## src/rtl/tone_pkg.sv

```systemverilog
// ---------------------------------------------------------------------------
// tone_pkg
// Shared definitions for the square-wave tone oscillator:
//   DEF_DIV_W   default width of the period divider and internal counter
//   DEF_AMP_W   default width of amplitude input / sample output
//   MIN_DIV     smallest divider that produces a waveform
//   osc_state_t oscillator control state
// ---------------------------------------------------------------------------
package tone_pkg;

  localparam int DEF_DIV_W = 19;
  localparam int DEF_AMP_W = 8;
  localparam int MIN_DIV   = 2;

  typedef enum logic [1:0] {
    IDLE  = 2'd0,
    RUN   = 2'd1,
    DRAIN = 2'd2
  } osc_state_t;

endpackage

```

## src/rtl/tone_osc_phase_counter.sv

```systemverilog
// ---------------------------------------------------------------------------
// phase_counter
// Counts clock cycles within one half of the square wave and flags the last
// cycle of that half. The counter wraps to zero on its own terminal count so
// the next half starts cleanly without help from the controller.
// Ports:
//   clk       system clock
//   n_rst     synchronous active-low reset
//   clear     hold count at zero (oscillator idle)
//   half_len  length of the current half phase in clk cycles
//   count     current position within the half phase
//   tc        high on the last cycle of the half phase
// ---------------------------------------------------------------------------
module phase_counter
  import tone_pkg::*;
#(
  parameter int DIV_W = DEF_DIV_W
) (
  input  logic             clk,
  input  logic             n_rst,
  input  logic             clear,
  input  logic [DIV_W-1:0] half_len,
  output logic [DIV_W-1:0] count,
  output logic             tc
);

  localparam logic [DIV_W-1:0] ONE = {{(DIV_W-1){1'b0}}, 1'b1};

  logic [DIV_W-1:0] r_count;
  logic [DIV_W-1:0] w_last;

  assign w_last = half_len - ONE;
  assign tc     = (r_count == w_last);
  assign count  = r_count;

  always_ff @(posedge clk) begin
    if (!n_rst || clear || tc) begin
      r_count <= '0;
    end else begin
      r_count <= r_count + ONE;
    end
  end

endmodule

```

## src/rtl/tone_osc.sv

```systemverilog
// ---------------------------------------------------------------------------
// tone_osc
// 50%-duty square-wave tone generator. A full period lasts `divider` clock
// cycles: the high half is divider>>1 cycles, the low half takes the rest, so
// an odd divider gives a low half one cycle longer. The divider is latched
// only when a period completes (low-to-high edge), keeping pitch changes
// glitch-free. Dropping `en` lets the current period finish (DRAIN) before
// going idle.
// Ports:
//   clk          system clock
//   n_rst        synchronous active-low reset
//   en           note gate, 1 = play
//   divider      full-period length in clk cycles (valid when >= 2)
//   amplitude    output level while the wave is high
//   wave_out     square wave
//   sample       registered wave_out ? amplitude : 0
//   period_tick  one-cycle pulse after each completed period
//   active       high while running or draining
// ---------------------------------------------------------------------------
module tone_osc
  import tone_pkg::*;
#(
  parameter int DIV_W = DEF_DIV_W,
  parameter int AMP_W = DEF_AMP_W
) (
  input  logic             clk,
  input  logic             n_rst,
  input  logic             en,
  input  logic [DIV_W-1:0] divider,
  input  logic [AMP_W-1:0] amplitude,
  output logic             wave_out,
  output logic [AMP_W-1:0] sample,
  output logic             period_tick,
  output logic             active
);

  localparam logic [DIV_W-1:0] MIN_DIV_V = DIV_W'(MIN_DIV);

  osc_state_t       r_state;
  logic [DIV_W-1:0] r_active_div;
  logic             r_phase;      // 1 = high half; drives wave_out directly
  logic [AMP_W-1:0] r_sample;
  logic             r_tick;
  logic             r_active;

  logic [DIV_W-1:0] w_hi_len;
  logic [DIV_W-1:0] w_lo_len;
  logic [DIV_W-1:0] w_half_len;
  logic [DIV_W-1:0] w_count;
  logic             w_tc;
  logic             w_div_ok;
  logic             w_idle;
  osc_state_t       w_gate_state;

  assign w_hi_len     = r_active_div >> 1;
  assign w_lo_len     = r_active_div - w_hi_len;
  assign w_half_len   = r_phase ? w_hi_len : w_lo_len;
  assign w_div_ok     = (divider >= MIN_DIV_V);
  assign w_idle       = (r_state == IDLE);
  assign w_gate_state = en ? RUN : DRAIN;

  phase_counter #(
    .DIV_W(DIV_W)
  ) u_phase_counter (
    .clk     (clk),
    .n_rst   (n_rst),
    .clear   (w_idle),
    .half_len(w_half_len),
    .count   (w_count),
    .tc      (w_tc)
  );

  always_ff @(posedge clk) begin
    if (!n_rst) begin
      r_state      <= IDLE;
      r_active_div <= '0;
      r_phase      <= 1'b0;
      r_sample     <= '0;
      r_tick       <= 1'b0;
      r_active     <= 1'b0;
    end else begin
      r_tick <= 1'b0;
      case (r_state)
        IDLE: begin
          if (en && w_div_ok) begin
            // Start: wave goes high on this edge, first period has no tick.
            r_active_div <= divider;
            r_phase      <= 1'b1;
            r_sample     <= amplitude;
            r_active     <= 1'b1;
            r_state      <= RUN;
          end else begin
            r_phase  <= 1'b0;
            r_sample <= '0;
            r_active <= 1'b0;
          end
        end

        RUN, DRAIN: begin
          if (w_tc && r_phase) begin
            // High-to-low: mid-period, gate only changes the state.
            r_phase  <= 1'b0;
            r_sample <= '0;
            r_state  <= w_gate_state;
          end else if (w_tc) begin
            // Low-to-high: a period has just completed.
            if (r_state == DRAIN && !en) begin
              r_phase  <= 1'b0;
              r_sample <= '0;
              r_active <= 1'b0;
              r_tick   <= 1'b1;
              r_state  <= IDLE;
            end else if (!w_div_ok) begin
              // Bad divider from the lookup: stop silently, no tick.
              r_phase  <= 1'b0;
              r_sample <= '0;
              r_active <= 1'b0;
              r_state  <= IDLE;
            end else begin
              r_active_div <= divider;
              r_phase      <= 1'b1;
              r_sample     <= amplitude;
              r_tick       <= 1'b1;
              r_state      <= w_gate_state;
            end
          end else begin
            r_sample <= r_phase ? amplitude : '0;
            r_state  <= w_gate_state;
          end
        end

        default: begin
          r_state  <= IDLE;
          r_phase  <= 1'b0;
          r_sample <= '0;
          r_active <= 1'b0;
        end
      endcase
    end
  end

  // The half-phase counter must always stay inside the current half.
  always_ff @(posedge clk) begin
    if (n_rst && !w_idle) begin
      assert (w_count < w_half_len);
    end
  end

  assign wave_out    = r_phase;
  assign sample      = r_sample;
  assign period_tick = r_tick;
  assign active      = r_active;

endmodule

```

## config.mk

```make
export PLATFORM = sky130hd
export DESIGN_NAME = tone_osc
export DESIGN_NICKNAME = d
export VERILOG_FILES = /design/src/rtl/tone_pkg.sv /design/src/rtl/tone_osc_phase_counter.sv /design/src/rtl/tone_osc.sv
export SDC_FILE = /design/constraint.sdc
export NUM_CORES = 1
export LEC_CHECK = 0
export CAP_MARGIN = 15
export CORE_ASPECT_RATIO = 0.8
export CORE_MARGIN = 2
export CORE_UTILIZATION = 40
export CTS_CLUSTER_DIAMETER = 40
export CTS_CLUSTER_SIZE = 10
export DETAILED_ROUTE_END_ITERATION = 10
export PLACE_DENSITY_LB_ADDON = 0.1
export SLEW_MARGIN = 20
export SYNTH_ARGS = -nofsm -noshare
export SYNTH_HDL_FRONTEND = slang
export SYNTH_SLANG_ARGS = --single-unit
export TNS_END_PERCENT = 5
```

## constraint.sdc

```tcl
create_clock -name clk -period 5.65 [get_ports clk]
set_input_delay 0.565 -clock clk [delete_from_list [all_inputs] [get_ports clk]]
set_output_delay 0.565 -clock clk [all_outputs]
set_load 0.1 [all_outputs]
```

==> run metrics <==
status complete, no violations; Mapped Cells 698; Worst slew margin 0.331; CTS tree done; worst r2r path cells 14; # DRC 0; grt ovf 0; GRT Util Overall 0.216; Nets 764; maximum vdd drop 267 uV; initial DRC count 300; RSZ-0062 raised after global routing false; Avg Cell Area, Syn 7.53 um2; Worst R2R End active; area delta synth->final 11.6%; maximum number of pins on one net before global-route repair 39; total CTS buffers 5; fin area 5870 um2; setup TNS 0 ps; Yosys warning count 0; Post-Syn Area 5260 um2; Slowest-stage cell, CP or4_4; Reg clk slew, reported paths 70 ps; clock tree root driver cell clkbuf_16; diodes inserted 0; initial antenna violation count 0; Post-CTS Setup Inserts 0; Worst Path Max Fanout 11; Mapped Nets 752; I/O pin cnt 41; hold path endpoint u_phase_counter.count[0]; reg2reg setup slack 440 ps; Crit. End Element register; PD cells 591 nW/um2; placed inst area 5730 um2; WL final 15.2 mm; Lkg Pwr 2.12 nW; via count 5288; cts hold-fix bufs 0; measured slew at the worst slew-check pin 1000 ps; post-route ant nets 0; H-Tree Depth 2; element type at the critical path start register; Setup-failing EPs final 0; WP data arrival 5350 ps; Clock Sink Count 51; Clock Path Buffers 2; WL/cell 17.2 um; clock latency on the worst-skew pair 300 ps; worst min-delay path class reg -> reg; Fmax achieved 0.192 GHz; register bit total from synthesis 51; core area 12900 um2; RD Place Congestion 0.840; CP peak stage delay 600 ps; row count 37; DRT Pass-1 Iters 5; Top FF cell, synth dfxtp_1; Fin. Hold Viols 0; WP data required 5790 ps; cell chain of the critical path inv_1 > ha_1 > fa_1 > nand2b_1 > a211oi_2 > o21a_1 > o32ai_1 > or4_4 > o41ai_1 > o211ai_1 > or3b_1 > nand4b_1 > nor3_1 > a211oi_1; vias in the first global route 5005; Post-synth EDFFs 0; Final Cycle Share 0.922; Hold Path Cell Cnt 1; kind of critical path reg -> reg; Reg-to-Reg Start r_active_div[0]; proportion of layout cells with a drive suffix above 1 0.0689; maxcap violations 0; die width 132 um; final period demand of the worst path 5210 ps; Synth cell types 74; Hold Startpoint u_phase_counter.count[0]; fraction of registers with async set/reset 0; sequential share of the synthesized area 0.194; post-DP HPWL 11.6 mm; Port Buf Inserts 40; fin. max-slew vios 0; first-pass GRT wire length 25.0 mm; chip height 107 um; Worst Skew 6.18 ps; via/cell ratio 5.97; die area 14100 um2; post-CTS resize count 0; Initial Utilization 0.409
## kinds of logic (layout without fill, tap and decap cells)
logic type / after synthesis / after routing / share of synthesized area
compound gates: 203 / 203 / 0.301
xor+xnor: 48 / 48 / 0.0799
fa+ha+maj: 24 / 24 / 0.0585
buf+inv: 79 / 92 / 0.0676
flops: 51 / 51 / 0.194
mux: 11 / 11 / 0.0217
simple gates: 282 / 282 / 0.278
## layout make-up
cell class / instances / area [um2]
Clock inverter: 3 / 18.8
Timing Repair Buffer: 50 / 475
Sequential cell: 51 / 1020
Inverter: 34 / 128
Multi-Input combinational cell: 568 / 3880
Fill cell: 1340 / 7000
Clock buffer: 5 / 125
Tap cell: 175 / 219
## sequential cells by signal, indices dropped and copies added, names as in the netlist
| signal | flops |
|---|---|
| active | 1 |
| period_tick | 1 |
| r_active_div | 19 |
| r_state | 2 |
| sample | 8 |
| u_phase_counter.count | 19 |
| wave_out | 1 |
## synthesized netlist by cell type (3+ instances only)
library cell  count  area share
nor2_1           74       0.053
dfxtp_1          51        0.19
nand2_1          45       0.032
a21oi_1          44       0.042
nand3_1          39       0.037
inv_1            34       0.024
xnor2_1          33       0.055
clkbuf_1         26       0.019
ha_1             23       0.055
and2_1           22       0.026
a221oi_1         21       0.035
o21ai_0          20       0.019
nor3_1           19       0.018
o211ai_1         16       0.023
and3_1           15       0.018
xor2_1           15       0.025
a211oi_1         14       0.020
a211oi_2         14       0.033
nand4_1          11       0.013
nand2b_1         10       0.012
nor4_1           10       0.012
a21o_1            8       0.011
mux2i_1           8       0.015
o21a_1            8       0.011
o31ai_1           8       0.011
buf_2             7      0.0067
nor2b_1           7      0.0083
nor3b_1           6      0.0086
o31a_1            6       0.010
or4_1             6      0.0086
buf_4             5      0.0071
buf_1             4      0.0029
o2111ai_1         4      0.0067
o211a_1           4      0.0076
or3_1             4      0.0048
mux2_2            3      0.0064
o311ai_1          3      0.0050
o32ai_1           3      0.0050
## cell usage in the layout, fill, tap and decap left out, types with 7 or more instances in the layout
cell type,netlist,routed
xnor2_1,33,33
a211oi_2,14,14
nor4_1,10,10
o211ai_1,16,16
o31ai_1,8,8
o21ai_0,20,20
mux2i_1,8,8
nor2b_1,7,7
and3_1,15,15
a211oi_1,14,14
nand4_1,11,11
xor2_1,15,15
a221oi_1,21,21
nand2_1,45,45
a21o_1,8,8
buf_4,5,10
nand2b_1,10,10
dfxtp_1,51,50
and2_1,22,22
inv_1,34,34
ha_1,23,23
clkdlybuf4s50_1,0,40
a21oi_1,44,44
nor3_1,19,19
nand3_1,39,39
nor2_1,74,74
o21a_1,8,8
## how the worst max path moves through the flow
stage,from,end,depth (start not counted)
6_report,r_active_div[0],active,14
5_1_grt,r_active_div[0],active,14
3_5_place_dp,r_active_div[0],active,14
2_1_floorplan,wave_out,r_active_div[10],18
4_1_cts,r_active_div[0],active,14
3_3_place_gp,r_active_div[0],active,14
## critical path, delay by kind of cell (launching register included)
family                     cells  cell delay (ps)
AOI/OAI and AO/OA              6             1630
adders and majority gates      2              650
buffers and inverters          1               70
DFF                            1              330
and+or+nand+nor                5             2380
## routing by layer
metal | vias up | share of wire | track usage
li1 | 2620 | - | -
met5 | - | 0 | 0
met2 | 113 | 0.46 | 0.359
met4 | 0 | 0.015 | 0.0568
met1 | 2537 | 0.49 | 0.294
met3 | 18 | 0.039 | 0.0315
## where the power goes
part | total [W] | switching (W) | internal, W
combinational | 0.00268 | 0.00166 | 0.00102
sequential | 0.000474 | 0.0000681 | 0.000406
clock | 0.000313 | 0.000148 | 0.000165
total | 0.00347 | 0.00188 | 0.00159
## stage by stage
| stage | setup WS (ps) | cells | hold WS [ps] | power [W] | utilization |
|---|---|---|---|---|---|
| 6_report | 440 | 886 | 491 | 0.00347 | 0.456 |
| 5_1_grt | 120 | 886 | 560 | 0.00378 | 0.456 |
| 3_3_place_gp | 507 | 878 | 478 | 0.00310 | 0.445 |
| 3_5_place_dp | 518 | 878 | 482 | 0.00313 | 0.445 |
| 4_1_cts | 498 | 886 | 498 | 0.00346 | 0.456 |
| 2_1_floorplan | 1120 | 698 | 447 | 0.00256 | - |
(Power assumes the default switching activity.)
